`config.mk`:
```
export PLATFORM = sky130hd
export DESIGN_NAME = csa_resolve_seq_flat
export DESIGN_NICKNAME = d
export VERILOG_FILES = /design/src/rtl/csa_pkg.sv /design/src/rtl/csa_resolve_seq_if.sv /design/src/rtl/csa_chunk_add.sv /design/src/rtl/csa_resolve_seq.sv /design/src/flat_wrapper.sv
export SDC_FILE = /design/constraint.sdc
export NUM_CORES = 1
export LEC_CHECK = 0
export ABC_AREA = 1
export CORE_UTILIZATION = 50
export CTS_CLUSTER_SIZE = 10
export DETAILED_ROUTE_END_ITERATION = 8
export GPL_TIMING_DRIVEN = 0
export PLACE_DENSITY = 0.78
export SYNTH_ARGS = -nofsm -noshare
export SYNTH_HDL_FRONTEND = slang
export SYNTH_SLANG_ARGS = --single-unit
```
`constraint.sdc`:
```
create_clock -name clk -period 2.76 [get_ports clk]
set_input_delay 0.276 -clock clk [delete_from_list [all_inputs] [get_ports clk]]
set_output_delay 0.276 -clock clk [all_outputs]
set_load 0.01 [all_outputs]
```
`src/rtl/csa_pkg.sv`:
```
// Shared types and elaboration helpers for the carry-save resolver.
package csa_pkg;

  // Controller states: wait for operands, resolve chunks, hold the result.
  typedef enum logic [1:0] {
    IDLE = 2'd0,
    BUSY = 2'd1,
    DONE = 2'd2
  } state_e;

  // Number of BUSY cycles needed to resolve a (w+1)-bit sum chunk by chunk.
  function automatic int calc_nch(input int w, input int chunk);
    return (w + 1) / chunk;
  endfunction

  // The result width must split into whole chunks, otherwise the top bits
  // would never be resolved.
  function automatic bit chunking_ok(input int w, input int chunk);
    return (chunk > 0) && (((w + 1) % chunk) == 0);
  endfunction

endpackage

```
`src/rtl/csa_resolve_seq_if.sv`:
```
// Operand/result handshake bundle for csa_resolve_seq.
// The master supplies operands and consumes results; the slave is the resolver.
interface csa_resolve_seq_if #(
  parameter int W = 24
);
  logic         in_valid;
  logic         in_ready;
  logic [W-1:0] ps;
  logic [W-1:0] sc;
  logic         out_valid;
  logic         out_ready;
  logic [W:0]   q;
  logic         ovf;

  modport master (
    output in_valid, ps, sc, out_ready,
    input  in_ready, out_valid, q, ovf
  );

  modport slave (
    input  in_valid, ps, sc, out_ready,
    output in_ready, out_valid, q, ovf
  );
endinterface

```
`src/rtl/csa_chunk_add.sv`:
```
// CHUNK-bit ripple adder slice with carry in/out. Purely combinational; the
// resolver reuses this one slice on every BUSY cycle.
module csa_chunk_add #(
  parameter int CHUNK = 5
) (
  input  logic [CHUNK-1:0] a_i,
  input  logic [CHUNK-1:0] b_i,
  input  logic             cin_i,
  output logic [CHUNK-1:0] sum_o,
  output logic             cout_o
);

  // Widen by one bit so the carry out falls out of the addition directly.
  always_comb begin
    {cout_o, sum_o} = {1'b0, a_i} + {1'b0, b_i} + {{CHUNK{1'b0}}, cin_i};
  end

endmodule

```
`src/rtl/csa_resolve_seq.sv`:
```
// Multi-cycle carry-propagate resolver: q = ps + (sc << 1), computed CHUNK
// bits per cycle with the inter-chunk carry held in a register so the
// critical path is a single CHUNK-bit adder.
module csa_resolve_seq
  import csa_pkg::*;
#(
  parameter int W     = 24,
  parameter int CHUNK = 5
) (
  input  logic                clk,
  input  logic                rst,
  csa_resolve_seq_if.slave    bus,
  output logic                busy
);

  localparam int NCH = calc_nch(W, CHUNK);
  localparam int CW  = (NCH > 1) ? $clog2(NCH) : 1;
  localparam logic [CW-1:0] LAST_CNT = CW'(NCH - 1);

  // Refuse to build with a chunk size that does not tile the result.
  if (!chunking_ok(W, CHUNK)) begin : g_bad_chunk
    $error("csa_resolve_seq: (W+1) must be a multiple of CHUNK");
  end

  state_e          state_q, state_d;
  logic [W:0]      s0_q, s0_d;      // shifted carry vector, consumed LSB first
  logic [W:0]      s1_q, s1_d;      // partial-sum vector, consumed LSB first
  logic            carry_q, carry_d;
  logic [CW-1:0]   cnt_q, cnt_d;
  logic [W:0]      q_q, q_d;        // result assembled from the top downward
  logic            ovf_q, ovf_d;

  logic [CHUNK-1:0] chunk_sum;
  logic             chunk_cout;
  logic [W+CHUNK:0] q_shift;

  logic in_ready_c;
  logic out_valid_c;
  logic busy_c;

  // Lowest unresolved chunk of both vectors plus the carry from the last one.
  csa_chunk_add #(
    .CHUNK (CHUNK)
  ) u_chunk_add (
    .a_i    (s0_q[CHUNK-1:0]),
    .b_i    (s1_q[CHUNK-1:0]),
    .cin_i  (carry_q),
    .sum_o  (chunk_sum),
    .cout_o (chunk_cout)
  );

  // New chunk enters at the MSB end; after NCH shifts the first chunk lands
  // at bit 0 and the register holds the full sum in order.
  assign q_shift = {chunk_sum, q_q} >> CHUNK;

  // Next-state, datapath update and handshake outputs.
  always_comb begin
    // NOTE: every signal gets a default before the case so no path leaves a
    // value unassigned, which would otherwise infer a latch.
    state_d     = state_q;
    s0_d        = s0_q;
    s1_d        = s1_q;
    carry_d     = carry_q;
    cnt_d       = cnt_q;
    q_d         = q_q;
    ovf_d       = ovf_q;
    in_ready_c  = 1'b0;
    out_valid_c = 1'b0;
    busy_c      = 1'b0;

    case (state_q)
      IDLE: begin
        in_ready_c = 1'b1;
        if (bus.in_valid) begin
          // Operands are captured only here; later ps/sc changes are ignored.
          s0_d    = {bus.sc, 1'b0};
          s1_d    = {1'b0, bus.ps};
          carry_d = 1'b0;
          cnt_d   = '0;
          state_d = BUSY;
        end
      end

      BUSY: begin
        busy_c  = 1'b1;
        q_d     = q_shift[W:0];
        s0_d    = s0_q >> CHUNK;
        s1_d    = s1_q >> CHUNK;
        carry_d = chunk_cout;
        cnt_d   = cnt_q + 1'b1;
        if (cnt_q == LAST_CNT) begin
          // Carry out of the top chunk is the bit beyond the W+1-bit result.
          ovf_d   = chunk_cout;
          state_d = DONE;
        end
      end

      DONE: begin
        // Result is held untouched for as long as the consumer stalls.
        out_valid_c = 1'b1;
        if (bus.out_ready) begin
          state_d = IDLE;
        end
      end

      default: begin
        state_d = IDLE;
      end
    endcase
  end

  // State and datapath registers with synchronous reset.
  always_ff @(posedge clk) begin
    // NOTE: sequential state uses non-blocking assignments so every register
    // samples the pre-edge values regardless of statement order.
    if (rst) begin
      // NOTE: the datapath is reset as well as the FSM so an aborted
      // operation leaves no stale partial sum or carry behind.
      state_q <= IDLE;
      s0_q    <= '0;
      s1_q    <= '0;
      carry_q <= 1'b0;
      cnt_q   <= '0;
      q_q     <= '0;
      ovf_q   <= 1'b0;
    end else begin
      state_q <= state_d;
      s0_q    <= s0_d;
      s1_q    <= s1_d;
      carry_q <= carry_d;
      cnt_q   <= cnt_d;
      q_q     <= q_d;
      ovf_q   <= ovf_d;
    end
  end

  assign bus.in_ready  = in_ready_c;
  assign bus.out_valid = out_valid_c;
  assign bus.q         = q_q;
  assign bus.ovf       = ovf_q;
  assign busy          = busy_c;

endmodule

```
`src/flat_wrapper.sv`:
```
// flat-port wrapper written by rule: the top's interface ports become plain ports
module csa_resolve_seq_flat import csa_pkg::*;
#(
  parameter int W     = 24,
  parameter int CHUNK = 5
)
  (clk, rst, busy, bus_in_valid, bus_ps, bus_sc, bus_out_ready, bus_in_ready, bus_out_valid, bus_q, bus_ovf);
  csa_resolve_seq_if #(.W(W)) bus_i ();
  input  logic clk;
  input  logic rst;
  output logic busy;
  input wire logic [$bits(bus_i.in_valid)-1:0] bus_in_valid;
  input wire logic [$bits(bus_i.ps)-1:0] bus_ps;
  input wire logic [$bits(bus_i.sc)-1:0] bus_sc;
  input wire logic [$bits(bus_i.out_ready)-1:0] bus_out_ready;
  output wire logic [$bits(bus_i.in_ready)-1:0] bus_in_ready;
  output wire logic [$bits(bus_i.out_valid)-1:0] bus_out_valid;
  output wire logic [$bits(bus_i.q)-1:0] bus_q;
  output wire logic [$bits(bus_i.ovf)-1:0] bus_ovf;
  assign bus_i.in_valid = bus_in_valid;
  assign bus_i.ps = bus_ps;
  assign bus_i.sc = bus_sc;
  assign bus_i.out_ready = bus_out_ready;
  assign bus_in_ready = bus_i.in_ready;
  assign bus_out_valid = bus_i.out_valid;
  assign bus_q = bus_i.q;
  assign bus_ovf = bus_i.ovf;
  csa_resolve_seq #(.W(W), .CHUNK(CHUNK)) u_core (.clk(clk), .rst(rst), .bus(bus_i), .busy(busy));
endmodule
```
==> reports/results.tsv, run 1 <==
stage	metric	value	unit
status	status	finished, final reports clean	
grt	GRT Overall Usage	25.9	%
drt	DRC	0	
cts	cts hold-fix bufs	0	
power_and_ir_drop	switching share of power	26.1	%
cts	clk slew on worst S/H paths	0.08	ns
power_and_ir_drop	pwr dens	643	nW/µm²
drt	Vias	3149	
drt	Post-Route WL	8580	µm
floorplanning	core footprint	6350	µm²
critical_path	Worst setup EP type	primary output	
grt	vias in the first global route	3005	
power_and_ir_drop	Flop pwr share	46.5	%
cts	TritonCTS buffer count	9	
logic_synthesis	syn_nets	460	
sta	RSZ-0062 raised after global routing	no	
cts	PostCTS Resize Cnt	0	
logic_synthesis	Synth Area per Inst	8.24	µm²
critical_path	CP max stage cell	clkdlybuf4s50_1	
cts	Post CTS Setup Buffer Count	0	
critical_path	CP Class	flop to primary output	
final_layout	final core occ	69.8	%
floorplanning	die area	6920	µm²
drt	vias per cell	5.50	
floorplanning	die height	83.2	µm
sta	Hold Slack	0.474	ns
floorplanning	row cnt	29	
power_and_ir_drop	VDD IR-drop max	0.000471	V
grt	largest net degree at the start of global routing	15	
final_layout	fill count	530	
final_layout	synth-to-layout area growth	34.6	%
power_and_ir_drop	Comb pwr share	16.9	%
critical_path	CP Max Fanout	10	
critical_path	max incr delay on CP	0.55	ns
grt	gr ovfl total	0	
drt	1st-pass router iterations	5	
flow_run	MaxCap Viol Count	0	
placed_design	dpl hpwl	6290	µm
sta	Tightest Pin Transition	0.467	ns
cts	Root Buffer	clkbuf_8	
cts	H-Tree Depth	3	
grt	first-pass GRT wire length	14200	µm
critical_path	Arrival @ worst endpoint	2.00	ns
drt	post-route ant nets	0	
power_and_ir_drop	leakage	1.73	nW
sta	Final Hold Fails	0	
critical_path	CP cell instances	nand2_2 > inv_2 > buf_6 > buf_4 > clkdlybuf4s50_1	
sta	Slew headroom	68.9	%
placed_design	placed instance area	4190	µm²
sta	Achievable Freq	0.440	GHz
sta	Max Clock Skew	0.00559	ns
critical_path	Worst Path Required	2.48	ns
power_and_ir_drop	Pwr Total	2.85	mW
grt	initial antenna violation count	0	
floorplanning	Top Ports	81	
sta	clock period minus worst slack	2.27	ns
power_and_ir_drop	Internal	2.11	mW
power_and_ir_drop	P_sw	0.744	mW
logic_synthesis	Netlist cell types	23	
sta	period utilisation layout	82.4	%
cts	Clock Sinks	81	
final_layout	Final nets	551	
placed_design	gpl congestion	0.875	
logic_synthesis	register area share after synthesis	49.2	%
floorplanning	Die Span X	83.2	µm
critical_path	crit start category	flop	
hold_path	HP Class	flop to flop	
drt	Avg WL per Cell	15.0	µm
floorplanning	initial core utilization	51.9	%
cts	CTS tree	done	
final_layout	Ant. Diodes	0	
placed_design	Port Buffers	80	
logic_synthesis	Post-Syn Area	3290	µm²
final_layout	layout cell share with drive strength beyond 1	8.47	%
logic_synthesis	Synth Instances	400	
sta	Slew Viols, Final	0	
logic_synthesis	warnings from Yosys	0	
sta	final setup violation count	0	
cts	CTS max path bufs	2	
cts	clock network latency to the later pin of the worst-skew pair	0.36	ns
final_layout	post-route design area	4430	µm²
logic_synthesis	Yosys reg bits	81	
sta	final setup TNS	0	ns
drt	number of DRC markers in iteration 0	150	
power_and_ir_drop	clock share of power	36.6	%
-- sequential cells by signal, summed over array words and instances, names as in the netlist --
name            cells
u_core.s1_q        24
u_core.cnt_q        3
u_core.bus.ovf      1
u_core.carry_q      1
u_core.s0_q        25
u_core.state_q      2
u_core.bus.q       25
-- synthesized netlist by cell type (all sizes together) --
cell type	count	area (µm²)
nand3b	1	7.51
a31oi	1	6.26
o22ai	38	238
nand3	15	80.1
nand2	31	119
inv	21	78.8
a311oi	1	8.76
buf	21	160
ha	6	75.1
clkbuf	12	45.0
a21oi	63	315
o21ai	65	337
dfxtp	81	1620
nor2	41	154
fa	2	40.0
xor2	1	8.76
-- through the flow --
stage / cells / setup slack (ns)
finish: 573 / 0.486
global route: 573 / 0.397
CTS: 573 / 0.483
detailed placement: 557 / 0.873
global placement: 557 / 0.908
floorplan: 400 / 1.27
-- logic make-up after synthesis --
group / after synthesis / synth area share (%)
xor gates and xnor gates: 1 / 0.266
adders and majority gates: 8 / 3.49
AOI/OAI and AO/OA: 168 / 27.5
DFF: 81 / 49.2
and+or+nand+nor: 88 / 10.9
buffers and inverters: 54 / 8.62
-- worst paths after layout --
check             cells after the start               end              start  slack, ns
hold / removal                        2   u_core.s0_q[23]    u_core.s0_q[23]       0.47
setup / recovery                      5              busy  u_core.state_q[0]       0.49
setup reg to reg                      9  u_core.bus.q[24]     u_core.carry_q       1.11
hold reg to reg                       2   u_core.s0_q[23]    u_core.s0_q[23]       0.47
-- cell usage in the layout, fill, tap and decap left out, types with 3 or more instances in the layout --
cell type        count
bufinv_16            3
inv_1               19
clkdlybuf4s50_1     80
buf_2               11
dfxtp_1             81
a21oi_1             63
nand3_1             14
buf_6                8
o21ai_1             10
clkbuf_1            12
clkbuf_8             9
o22ai_1             38
o21ai_0             54
nor2_1              41
nand2_1             30
ha_1                 6
-- worst max-delay path, delay by kind of cell, from the launching register on --
family	cells	cell delay, ns
buffers and inverters	4	0.98
flip-flops	1	0.51
AND/OR/NAND/NOR	1	0.16
-- power by group through the flow --
stage,registers [mW],logic (mW),clock network [mW]
after global placement,1.35,0.468,0
after CTS,1.32,0.481,1.05
after global routing,1.34,0.532,1.09
after floorplan,1.35,0.258,0
after detailed placement,1.35,0.478,0
final,1.33,0.482,1.04
-- final cells by class --
| cell class | instances | area [µm²] | share of cell area [%] |
|---|---|---|---|
| sequential | 81 | 1620 | 36.6 |
| multi-input combinational | 265 | 1390 | 31.3 |
| timing repair buffer | 80 | 801 | 18.1 |
| buffer | 33 | 205 | 4.63 |
| clock buffer | 9 | 124 | 2.79 |
| clock inverter | 7 | 119 | 2.68 |
| tap | 77 | 96.3 | 2.17 |
| inverter | 21 | 78.8 | 1.78 |
-- metal layers --
layer / GRT usage [%] / vias up / routed length (µm)
li1: - / 1571 / -
met1: 33.4 / 1450 / 3710
met2: 42.5 / 109 / 4170
met3: 4.47 / 19 / 507
met4: 11.6 / 0 / 194
met5: 0 / - / 0
No activity file was read; power rests on OpenSTA's default activity.
==> run 2, diff against run 1 <==
--- a/config.mk
+++ b/config.mk
@@ -6,11 +6,11 @@
 export NUM_CORES = 1
 export LEC_CHECK = 0
 export ABC_AREA = 1
-export CORE_UTILIZATION = 50
+export CORE_UTILIZATION = 44
 export CTS_CLUSTER_SIZE = 10
 export DETAILED_ROUTE_END_ITERATION = 8
 export GPL_TIMING_DRIVEN = 0
-export PLACE_DENSITY = 0.78
+export PLACE_DENSITY = 0.72
 export SYNTH_ARGS = -nofsm -noshare
 export SYNTH_HDL_FRONTEND = slang
 export SYNTH_SLANG_ARGS = --single-unit
==> constraint.sdc (replaced) <==
create_clock -name clk -period 2 [get_ports clk]
set_input_delay 0.2 -clock clk [delete_from_list [all_inputs] [get_ports clk]]
set_output_delay 0.2 -clock clk [all_outputs]
set_load 0.01 [all_outputs]
==> run 2 against run 1 <==
  * Final cell count increased by 3.8%
  * Routed wire length increased by 2.3%
  * Global-route usage decreased by 1.5 points
  * Cell area increased by 0.25%
  * Combinational power increased by 39%
  * Critical path type unchanged
==> reports/results.tsv, run 2 (synthesis gave the netlist of run 1 again) <==
stage	metric	value	unit	change
drt	vias per cell	5.34		was 5.50
grt	first-pass GRT wire length	14500	µm	was 14200 µm
power_and_ir_drop	Internal	2.82	mW	was 2.11 mW
power_and_ir_drop	Comb pwr share	17.4	%	was 16.9%
sta	final setup TNS	0	ns	unchanged
status	status	finished, final reports clean		unchanged
drt	Vias	3176		was 3149
final_layout	Ant. Diodes	0		unchanged
sta	RSZ-0062 raised after global routing	no		unchanged
sta	Hold Slack	0.431	ns	was 0.474 ns
critical_path	Arrival @ worst endpoint	1.63	ns	was 2.00 ns
grt	initial antenna violation count	0		unchanged
floorplanning	initial core utilization	45.4	%	was 51.9%
critical_path	r2r startpoint	u_core.carry_q		unchanged
flow_run	MaxCap Viol Count	0		unchanged
cts	clock network latency to the later pin of the worst-skew pair	0.36	ns	about the same
final_layout	layout cell share with drive strength beyond 1	8.67	%	was 8.47%
hold_path	HP Start	bus_sc[23]		was u_core.s0_q[23]
sta	Achievable Freq	0.547	GHz	
sta	Max Clock Skew	0.0112	ns	was 0.00559 ns
floorplanning	Die Span X	88.5	µm	was 83.2 µm
cts	TritonCTS buffer count	9		unchanged
floorplanning	row cnt	31		was 29
final_layout	most frequent cells in the layout	80 x dfxtp_1, 79 x clkdlybuf4s50_1, 63 x a21oi_1		was 81 x dfxtp_1, 80 x clkdlybuf4s50_1, 63 x a21oi_1
sta	Slew Viols, Final	0		unchanged
floorplanning	die area	7840	µm²	was 6920 µm²
drt	number of DRC markers in iteration 0	139		was 150
grt	GRT Overall Usage	24.4	%	was 25.9%
drt	1st-pass router iterations	4		was 5
hold_path	HP Class	input port to flop		was flop to flop
power_and_ir_drop	pwr dens	864	nW/µm²	was 643 nW/µm²
cts	CTS tree	done		unchanged
critical_path	crit start category	flop		unchanged
final_layout	fill count	653		was 530
sta	period utilisation layout	91.4	%	
grt	vias in the first global route	3081		was 3005
final_layout	FF+latch area	1620	µm²	about the same
sta	Slew headroom	64.0	%	was 68.9%
power_and_ir_drop	clock share of power	35.0	%	was 36.6%
power_and_ir_drop	switching share of power	26.7	%	was 26.1%
final_layout	multi-input gate area in the final layout	1390	µm²	unchanged
grt	gr ovfl total	0		unchanged
critical_path	CP Class	flop to primary output		unchanged
critical_path	Worst setup EP type	primary output		unchanged
floorplanning	core footprint	7250	µm²	was 6350 µm²
final_layout	commonest non-fill, non-tap cell in the layout	dfxtp_1		unchanged
drt	post-route ant nets	0		unchanged
cts	CTS max path bufs	2		unchanged
drt	DRC	0		unchanged
power_and_ir_drop	VDD IR-drop max	0.000439	V	was 0.000471 V
drt	Post-Route WL	8780	µm	was 8580 µm
sta	clock period minus worst slack	1.83	ns	
power_and_ir_drop	P_sw	1.03	mW	was 0.744 mW
cts	Root Buffer	clkbuf_8		unchanged
placed_design	gpl congestion	0.938		was 0.875
power_and_ir_drop	leakage	1.73	nW	about the same
grt	largest net degree at the start of global routing	15		unchanged
critical_path	CP Launch Point	u_core.state_q[0]		unchanged
cts	H-Tree Depth	3		unchanged
power_and_ir_drop	Flop pwr share	47.6	%	was 46.5%
placed_design	dpl hpwl	6420	µm	was 6290 µm
placed_design	Port Buffers	80		unchanged
critical_path	Worst Path Required	1.80	ns	was 2.48 ns
cts	clk slew on worst S/H paths	0.08	ns	about the same
drt	Avg WL per Cell	14.8	µm	was 15.0 µm
sta	Final Hold Fails	0		unchanged
floorplanning	die height	88.5	µm	was 83.2 µm
critical_path	CP Max Fanout	10		unchanged
sta	final setup violation count	0		unchanged
final_layout	synth-to-layout area growth	34.9	%	was 34.6%
sta	Tightest Pin Transition	0.541	ns	was 0.467 ns
final_layout	Final nets	551		unchanged
cts	Clock Sinks	81		unchanged
floorplanning	Top Ports	81		unchanged
-- run 2: cell types whose count changed in the layout (fill, tap and decap cells not counted), sizes merged --
cell / delta
bufinv: -1
clkbuf: +1
clkdlybuf4s50: -1
clkinv: -1
dlygate4sd2: +1
inv: +1
-- run 2: path summary, 6_finish.rpt --
| path | slack, ns | endpoint | depth (start not counted) |
|---|---|---|---|
| setup reg to reg | 0.35 | u_core.bus.q[24] | 9 |
| hold reg to reg | 0.47 | u_core.s1_q[19] | 2 |
| setup / recovery | 0.17 | bus_in_ready | 3 |
| hold / removal | 0.43 | u_core.s0_q[24] | 3 |
-- run 2: timing repair --
action                                  in CTS  in global routing
hold buffers                                 0                  0
endpoints found under the setup margin       1                  0
resized for setup                            2                  0
buffers inserted                             0                  0
-- run 2: cell type report --
type,count,share of cell area (%)
Buffer,33,4.62
Clock buffer,10,3.10
Sequential cell,81,36.5
Inverter,21,1.77
Clock inverter,6,2.00
Multi-Input combinational cell,265,31.2
Tap cell,99,2.79
Timing Repair Buffer,80,18.0
-- run 2: power groups by stage --
| stage | Combinational [mW] | Sequential (mW) | Clock (mW) |
|---|---|---|---|
| 2_1_floorplan | 0.356 | 1.86 | 0 |
| 3_3_place_gp | 0.652 | 1.86 | 0 |
| 3_5_place_dp | 0.666 | 1.86 | 0 |
| 4_1_cts | 0.670 | 1.82 | 1.36 |
| 5_1_grt | 0.742 | 1.84 | 1.44 |
| 6_report | 0.670 | 1.83 | 1.34 |
-- run 2: critical path, stage by stage, from the launching register on --
cell             delay, ns
dfxtp_2               0.37
nor2_1                0.12
buf_2                 0.22
clkdlybuf4s50_1       0.56
-- run 2: metrics by stage --
| stage | total power, mW | instance area (µm²) | utilization (%) | setup slack, ns | cells |
|---|---|---|---|---|---|
| final | 3.84 | 4450 | 61.3 | 0.173 | 595 |
| after global routing | 4.02 | 4450 | 61.3 | 0.0650 | 595 |
| after CTS | 3.85 | 4450 | 61.3 | 0.162 | 595 |
| after detailed placement | 2.53 | 4220 | 58.2 | 0.221 | 579 |
| after global placement | 2.51 | 4220 | 58.2 | 0.208 | 579 |
| after floorplan | 2.22 | 3290 | - | 0.514 | 400 |
-- run 2: metal layers --
layer / GRT usage [%] / share of wire, % / up-vias
li1: - / - / 1579
met1: 30.5 / 45 / 1477
met3: 5.13 / 5.0 / 13
met2: 41.7 / 48 / 107
met5: 0 / 0 / -
met4: 8.36 / 1.8 / 0
==> run 3, diff against run 2 <==
--- a/config.mk
+++ b/config.mk
@@ -7,9 +7,11 @@
 export LEC_CHECK = 0
 export ABC_AREA = 1
 export CORE_UTILIZATION = 44
+export CTS_CLUSTER_DIAMETER = 50
 export CTS_CLUSTER_SIZE = 10
 export DETAILED_ROUTE_END_ITERATION = 8
 export GPL_TIMING_DRIVEN = 0
+export MAX_ROUTING_LAYER = met4
 export PLACE_DENSITY = 0.72
 export SYNTH_ARGS = -nofsm -noshare
 export SYNTH_HDL_FRONTEND = slang
==> run 3 against run 2 <==
  * First-iteration DRC count is 36% higher
  * Total power decreased by 0.86%
  * Routed wire length decreased by 1.4%
  * Core utilization decreased by 0.14 points
  * Flip-flop and latch count unchanged
  * Clock skew down 0.0016 ns
  * Combinational power fell by 0.7%
  * Setup slack improved by 0.0081 ns
  * Sequential power is essentially flat
  * Clock power barely moved
  * Die area is the same
  * Cell area shrank 0.23%
  * Largest cell class unchanged
==> reports/results.tsv, run 3 (synthesis gave the netlist of run 1 again) <==
stage	metric	value	unit	change
power_and_ir_drop	switching share of power	25.6	%	was 26.7%
sta	Achievable Freq	0.550	GHz	was 0.547 GHz
critical_path	crit start category	flop		unchanged
cts	PostCTS Resize Cnt	2		unchanged
final_layout	most frequent cells in the layout	80 x dfxtp_1, 79 x clkdlybuf4s50_1, 63 x a21oi_1		unchanged
hold_path	HP Class	input port to flop		unchanged
power_and_ir_drop	Internal	2.83	mW	was 2.82 mW
flow_run	MaxCap Viol Count	0		unchanged
cts	Root Buffer	clkbuf_8		unchanged
floorplanning	initial core utilization	45.4	%	unchanged
drt	1st-pass router iterations	5		was 4
cts	CTS tree	done		unchanged
final_layout	fill count	653		unchanged
critical_path	Worst setup EP type	primary output		unchanged
drt	Post-Route WL	8650	µm	was 8780 µm
power_and_ir_drop	VDD IR-drop max	0.000499	V	was 0.000439 V
final_layout	synth-to-layout area growth	34.6	%	was 34.9%
grt	GRT Overall Usage	24.8	%	was 24.4%
sta	final setup violation count	0		unchanged
placed_design	dpl hpwl	6370	µm	was 6420 µm
final_layout	layout cell share with drive strength beyond 1	8.30	%	was 8.67%
status	status	finished, final reports clean		unchanged
critical_path	CP Class	flop to primary output		unchanged
grt	initial antenna violation count	0		unchanged
sta	clock period minus worst slack	1.82	ns	was 1.83 ns
final_layout	FF+latch area	1620	µm²	unchanged
grt	first-pass GRT wire length	14200	µm	was 14500 µm
drt	Avg WL per Cell	14.6	µm	was 14.8 µm
grt	vias in the first global route	3005		was 3081
floorplanning	Die Span X	88.5	µm	unchanged
drt	post-route ant nets	0		unchanged
power_and_ir_drop	Pwr Total	3.81	mW	was 3.84 mW
drt	DRC	0		unchanged
sta	Hold Slack	0.434	ns	was 0.431 ns
grt	largest net degree at the start of global routing	13		was 15
sta	Final Hold Fails	0		unchanged
final_layout	Ant. Diodes	0		unchanged
placed_design	Inst Count DP	579		unchanged
cts	H-Tree Depth	3		unchanged
floorplanning	die height	88.5	µm	unchanged
critical_path	max incr delay on CP	0.56	ns	about the same
sta	Slew Viols, Final	0		unchanged
final_layout	commonest non-fill, non-tap cell in the layout	dfxtp_1		unchanged
sta	Slew headroom	64.4	%	was 64.0%
sta	final setup TNS	0	ns	unchanged
sta	period utilisation layout	90.9	%	was 91.4%
critical_path	CP Launch Point	u_core.state_q[0]		unchanged
placed_design	gpl congestion	0.951		was 0.938
cts	Clock Sinks	81		unchanged
cts	TritonCTS buffer count	9		unchanged
final_layout	Final nets	551		unchanged
power_and_ir_drop	Comb pwr share	17.5	%	was 17.4%
cts	cts hold-fix bufs	0		unchanged
cts	clock network latency to the later pin of the worst-skew pair	0.35	ns	was 0.36 ns
critical_path	CP max stage cell	clkdlybuf4s50_1		unchanged
cts	Post CTS Setup Buffer Count	0		unchanged
power_and_ir_drop	pwr dens	859	nW/µm²	was 864 nW/µm²
floorplanning	Top Ports	81		unchanged
cts	clk slew on worst S/H paths	0.08	ns	about the same
power_and_ir_drop	P_sw	0.976	mW	was 1.03 mW
critical_path	Arrival @ worst endpoint	1.62	ns	was 1.63 ns
floorplanning	core footprint	7250	µm²	unchanged
critical_path	CP cell instances	nor2_1 > buf_2 > clkdlybuf4s50_1		unchanged
placed_design	Port Buffers	80		unchanged
sta	Tightest Pin Transition	0.534	ns	was 0.541 ns
critical_path	r2r startpoint	u_core.s1_q[0]		was u_core.carry_q
sta	Max Clock Skew	0.00961	ns	was 0.0112 ns
final_layout	fin cells	593		was 595
drt	Vias	3190		was 3176
drt	number of DRC markers in iteration 0	189		was 139
power_and_ir_drop	leakage	1.73	nW	about the same
cts	CTS max path bufs	2		unchanged
hold_path	HP Start	bus_sc[19]		was bus_sc[23]
drt	vias per cell	5.38		was 5.34
critical_path	CP Max Fanout	10		unchanged
final_layout	multi-input gate area in the final layout	1390	µm²	unchanged
grt	gr ovfl total	0		unchanged
floorplanning	row cnt	31		unchanged
floorplanning	die area	7840	µm²	unchanged
power_and_ir_drop	Flop pwr share	48.0	%	was 47.6%
sta	RSZ-0062 raised after global routing	no		unchanged
power_and_ir_drop	clock share of power	34.6	%	was 35.0%
critical_path	Worst Path Required	1.80	ns	about the same
run 3: stage by stage:
stage / setup WS [ns] / utilization [%] / instance area, µm²
6_report: 0.181 / 61.2 / 4440
4_1_cts: 0.167 / 61.2 / 4440
5_1_grt: 0.0675 / 61.2 / 4440
3_3_place_gp: 0.213 / 58.2 / 4220
3_5_place_dp: 0.213 / 58.2 / 4220
2_1_floorplan: 0.514 / - / 3290
run 3: power groups by stage:
stage          Clock (mW)  Sequential (mW)  Combinational, mW
2_1_floorplan           0             1.86              0.356
3_3_place_gp            0             1.86              0.653
3_5_place_dp            0             1.86              0.664
4_1_cts              1.33             1.83              0.666
5_1_grt              1.40             1.84              0.740
6_report             1.32             1.83              0.665
run 3: final cells by class:
| class | count | share of cell area (%) |
|---|---|---|
| Sequential cell | 81 | 36.6 |
| Multi-Input combinational cell | 265 | 31.3 |
| Timing Repair Buffer | 80 | 18.0 |
| Buffer | 33 | 4.63 |
| Clock buffer | 11 | 3.41 |
| Tap cell | 99 | 2.79 |
| Inverter | 21 | 1.78 |
| Clock inverter | 3 | 1.47 |
run 3: layer usage:
layer | vias to the layer above | wire length, µm | GRT usage (%)
met5 | - | 0 | -
met4 | 0 | 172 | 8.94
met3 | 14 | 417 | 4.94
met2 | 101 | 4280 | 41.5
met1 | 1495 | 3780 | 29.6
li1 | 1580 | - | -
run 3: critical path, delay by kind of cell, from the launching register on:
family        cells  cell delay [ns]
buf+inv           2             0.77
flops             1             0.37
simple gates      1             0.13
run 3: worst paths after layout:
| check | to | slack, ns | depth (start not counted) |
|---|---|---|---|
| worst max-delay path | bus_in_ready | 0.18 | 3 |
| worst min-delay path | u_core.s0_q[20] | 0.43 | 3 |
| worst max register to register | u_core.bus.q[24] | 0.34 | 9 |
| worst min register to register | u_core.s1_q[19] | 0.47 | 2 |
